**src/rtl/cdc_pkg.sv**
```systemverilog
// Shared definitions for the toggle-handshake CDC transmitter and receiver.
package cdc_pkg;

    typedef enum logic {
        IDLE = 1'b0,
        WAIT = 1'b1
    } cdc_state_t;

    localparam int CDC_MIN_SYNC_STAGES = 2;

endpackage

```
**src/rtl/cdc_sync_chain.sv**
```systemverilog
// N-flop synchronizer for a single-bit level or toggle crossing into clk.
module cdc_sync_chain
    import cdc_pkg::*;
#(
    parameter int STAGES = 2
) (
    input  logic clk,
    input  logic rst,
    input  logic d,
    output logic q
);

    logic [STAGES-1:0] sync_q;

    generate
        if (STAGES < CDC_MIN_SYNC_STAGES) begin : g_stages_check
            $error("cdc_sync_chain: STAGES below minimum synchronizer depth");
        end
    endgenerate

    // d lands only in sync_q[0]; every later flop sees a clk-domain signal
    always_ff @(posedge clk or posedge rst) begin
        if (rst) begin
            sync_q <= '0;
        end else begin
            sync_q <= {sync_q[STAGES-2:0], d};
        end
    end

    assign q = sync_q[STAGES-1];

endmodule

```
**src/rtl/cdc_handshake_tx.sv**
```systemverilog
// Transmit side of a two-phase toggle handshake: launches a held word and waits for the ack phase to match.
module cdc_handshake_tx
    import cdc_pkg::*;
#(
    parameter int DATA_W      = 8,
    parameter int SYNC_STAGES = 2,
    parameter int TIMEOUT     = 0
) (
    input  logic              clk,
    input  logic              rst,
    input  logic              in_valid,
    output logic              in_ready,
    input  logic [DATA_W-1:0] in_data,
    output logic              xfer_req,
    output logic [DATA_W-1:0] xfer_data,
    input  logic              xfer_ack_async,
    output logic              busy,
    output logic              done_pulse,
    output logic              timeout_err,
    input  logic              err_clr
);

    localparam bit              TO_EN    = (TIMEOUT > 0);
    localparam int              CNT_W    = TO_EN ? $clog2(TIMEOUT + 1) : 1;
    localparam logic [CNT_W-1:0] CNT_MAX  = TO_EN ? CNT_W'(TIMEOUT) : '0;
    localparam logic [CNT_W-1:0] CNT_LAST = TO_EN ? CNT_W'(TIMEOUT - 1) : '0;

    cdc_state_t       state;
    logic             ack_s;
    logic [CNT_W-1:0] to_cnt;
    logic             to_hit;

    generate
        if (SYNC_STAGES < CDC_MIN_SYNC_STAGES) begin : g_sync_check
            $error("cdc_handshake_tx: SYNC_STAGES below minimum synchronizer depth");
        end
    endgenerate

    cdc_sync_chain #(
        .STAGES (SYNC_STAGES)
    ) u_ack_sync (
        .clk (clk),
        .rst (rst),
        .d   (xfer_ack_async),
        .q   (ack_s)
    );

    assign in_ready = (state == IDLE);
    assign to_hit   = TO_EN && (state == WAIT) && (to_cnt == CNT_LAST);

    always_ff @(posedge clk or posedge rst) begin
        if (rst) begin
            state      <= IDLE;
            xfer_req   <= 1'b0;
            xfer_data  <= '0;
            busy       <= 1'b0;
            done_pulse <= 1'b0;
        end else begin
            done_pulse <= 1'b0;
            case (state)
                IDLE: begin
                    if (in_valid) begin
                        xfer_data <= in_data;
                        xfer_req  <= ~xfer_req;
                        busy      <= 1'b1;
                        state     <= WAIT;
                    end
                end
                WAIT: begin
                    // Phase equality means the receiver has taken the word
                    if (ack_s == xfer_req) begin
                        busy       <= 1'b0;
                        done_pulse <= 1'b1;
                        state      <= IDLE;
                    end
                end
                default: state <= IDLE;
            endcase
        end
    end

    // Timeout only flags; leaving WAIT early would strand an unanswered toggle
    always_ff @(posedge clk or posedge rst) begin
        if (rst) begin
            to_cnt      <= '0;
            timeout_err <= 1'b0;
        end else begin
            if (state == IDLE) begin
                to_cnt <= '0;
            end else if (to_cnt != CNT_MAX) begin
                to_cnt <= to_cnt + CNT_W'(1);
            end
            if (to_hit) begin
                timeout_err <= 1'b1;
            end else if (err_clr) begin
                timeout_err <= 1'b0;
            end
        end
    end

endmodule

```
**config.mk**
```make
export PLATFORM = sky130hd
export DESIGN_NAME = cdc_handshake_tx
export DESIGN_NICKNAME = d
export VERILOG_FILES = /design/src/rtl/cdc_pkg.sv /design/src/rtl/cdc_sync_chain.sv /design/src/rtl/cdc_handshake_tx.sv
export SDC_FILE = /design/constraint.sdc
export NUM_CORES = 1
export LEC_CHECK = 0
export BUFFER_PORTS_ARGS = -buffer_cell sky130_fd_sc_hd__buf_2
export CAP_MARGIN = 0
export CORE_MARGIN = 2
export CORE_UTILIZATION = 43
export CTS_CLUSTER_SIZE = 8
export DETAILED_ROUTE_END_ITERATION = 8
export PLACE_DENSITY = 0.85
export SETUP_SLACK_MARGIN = 0.4
export SKIP_CTS_REPAIR_TIMING = 1
export SYNTH_ARGS = -nofsm -noshare
export SYNTH_HDL_FRONTEND = slang
export SYNTH_HIERARCHICAL = 1
export SYNTH_SLANG_ARGS = --single-unit
```
**constraint.sdc**
```tcl
create_clock -name clk -period 1.3 [get_ports clk]
set_input_delay 0.195 -clock clk [delete_from_list [all_inputs] [get_ports clk]]
set_output_delay 0.195 -clock clk [all_outputs]
set_load 0.005 [all_outputs]
```
==> results_dict.tcl <==
set metrics [dict create \
    maxCapViolations 0 \
    numCtsBuffers 3 \
    ioPinCount 26 \
    rsz0062_at_grt "true" \
    clockBufferDepth 2 \
    crit_fanout 4 \
    start_util 0.484 \
    track_usage 0.146 \
    placeableCoreArea_sq_um 1160 \
    cp.arrival_ns 1.30 \
    dp.final_hpwl_microns 740 \
    pre_cts_ws_ns 0.0799 \
    diodes 0 \
    drc 0 \
    num_rows 12 \
    setup_tns_ns 0 \
    final_cell_count_no_fill 89 \
    synth_top_area_cell "dfrtp_1" \
    routabilityCongestion 0.582 \
    finalSetupViolCount 0 \
    synth_top_flop_cell "dfrtp_1" \
    cp-start-kind "flip-flop" \
    final_hold_viol_count 0 \
    wl_per_cell_microns 12.6 \
    dieArea_sq_um 1610 \
    synth.ff_latch_count 14 \
    finalPower_mw 1.96 \
    wl_microns 1130 \
    grt.overflow.total 0 \
    whs_ns 0.0181 \
    dp.cells 73 \
    yosysTopAreaCellShare 0.626 \
    clock.fmax_ghz 0.882 \
    async_flop_share 1.00 \
    fillers 87 \
    antenna_left 0 \
    grt_pass1_wl_microns 1480 \
    status "completed" \
    drv_slew 0 \
    seq_area_sq_um 352 \
    synth_common_cells "dfrtp_1 (14), mux2_4 (8), inv_1 (4)" \
    synth-edff-count 0 \
    vias 405 \
    post-route-min-period_ns 1.13 \
    yosys-top-cells-area "dfrtp_1 (63%), mux2_4 (21%), inv_1 (2.7%)" \
    synth.most_common_cell "dfrtp_1" \
    cts_num_sinks 14 \
    drive_gt1_frac 0.667 \
    multiInputGateArea_sq_um 190 \
    synth_cell_types 14 \
    htreeDepth 1 \
    antenna_found_initial 0 \
    die_w_microns 40.1 \
    syn_area_sq_um 559 \
    clock_latency_ns 0.28 \
    hold_path.class "in2reg" \
    fin_nets 89 \
    cp_data_required_time_ns 1.47 \
    drtIter0Drc 1 \
    grt_max_degree 13 \
    syn_nets 50 \
    routed_via_density 4.55 \
    path_class "reg2reg" \
    portBuffers 23 \
    root_buffer "clkbuf_4" \
    dieHeight_microns 40.1 \
    syn_area_per_cell_sq_um 15.1 \
    power.leakage_nw 0.455 \
    cts_tree "built" \
    worst_slack_ns 0.167 \
    finClkSkew_ns 0.00175 \
    syn_inst 37 \
    clk_pin_slew_ns 0.08 \
    p_per_area_nw_per_um2 2360 \
    crit_path_end_kind "flip-flop" \
    yosysSeqAreaShare 0.626 \
    area_growth_pct 48.3 \
    grt_pass1_vias 359 \
    drtPass1Iterations 4 \
    fin_crit_sh 0.872 \
    ys_warn_count 6 \
    ir_drop_mv 1.10 \
]
[path summary, 6_finish.rpt]
path	from	end	slack, ns	depth (start not counted)
max	state	xfer_data[6]	0.17	3
min	xfer_ack_async	u_ack_sync/sync_q[0]	0.02	1
max reg2reg	state	xfer_data[6]	0.17	3
min reg2reg	u_ack_sync/sync_q[0]	u_ack_sync/sync_q[1]	0.36	0
max in group asynchronous	rst	state	0.52	3
min in group asynchronous	rst	u_ack_sync/sync_q[1]	0.31	3
[registers in the layout, summed over array words and instances (netlist names)]
name	count
done_pulse	1
busy	1
xfer_req	1
xfer_data	8
state	1
u_ack_sync/sync_q	2
[metal layers]
metal  routed length [microns]  global-route usage
met5                         0                   0
met4                         0              0.0776
met3                        53              0.0333
met2                       625               0.230
met1                       446               0.186
[metrics by stage]
| stage | utilization | instance area (sq um) |
|---|---|---|
| finish | 0.718 | 830 |
| global route | 0.718 | 830 |
| CTS | 0.620 | 717 |
| detailed placement | 0.589 | 681 |
| global placement | 0.589 | 681 |
| floorplan | - | 559 |
[report_power, final]
part           switching (mW)  total [mW]  internal, mW
logic                   0.296       0.901         0.605
registers               0.117       0.749         0.632
clock network           0.142       0.312         0.170
[layout by cell type, fill, tap and decap left out, types with 3 or more instances in the layout]
cell	count
dfrtp_1	13
mux2_4	8
clkbuf_4	3
inv_1	4
buf_4	11
buf_2	23
[final cells by class]
cell class	instances	share of cell area
clock buffer	4	0.0437
inverter	4	0.0181
multi-input combinational	17	0.229
sequential	14	0.424
tap	14	0.0211
timing repair buffer	36	0.264
[critical path, cell delays in order (launching register included)]
cell and delay [ns]:
dfrtp_2 0.44, nor2b_4 0.13, buf_4 0.16, mux2_4 0.29
[cell families after synthesis]
| logic type | synth area share |
|---|---|
| compound gates | 0.0313 |
| xor+xnor | 0.0313 |
| buf+inv | 0.0604 |
| flops | 0.626 |
| mux | 0.215 |
| other cells | 0.00670 |
| simple gates | 0.0291 |
(Power assumes the default switching activity.)
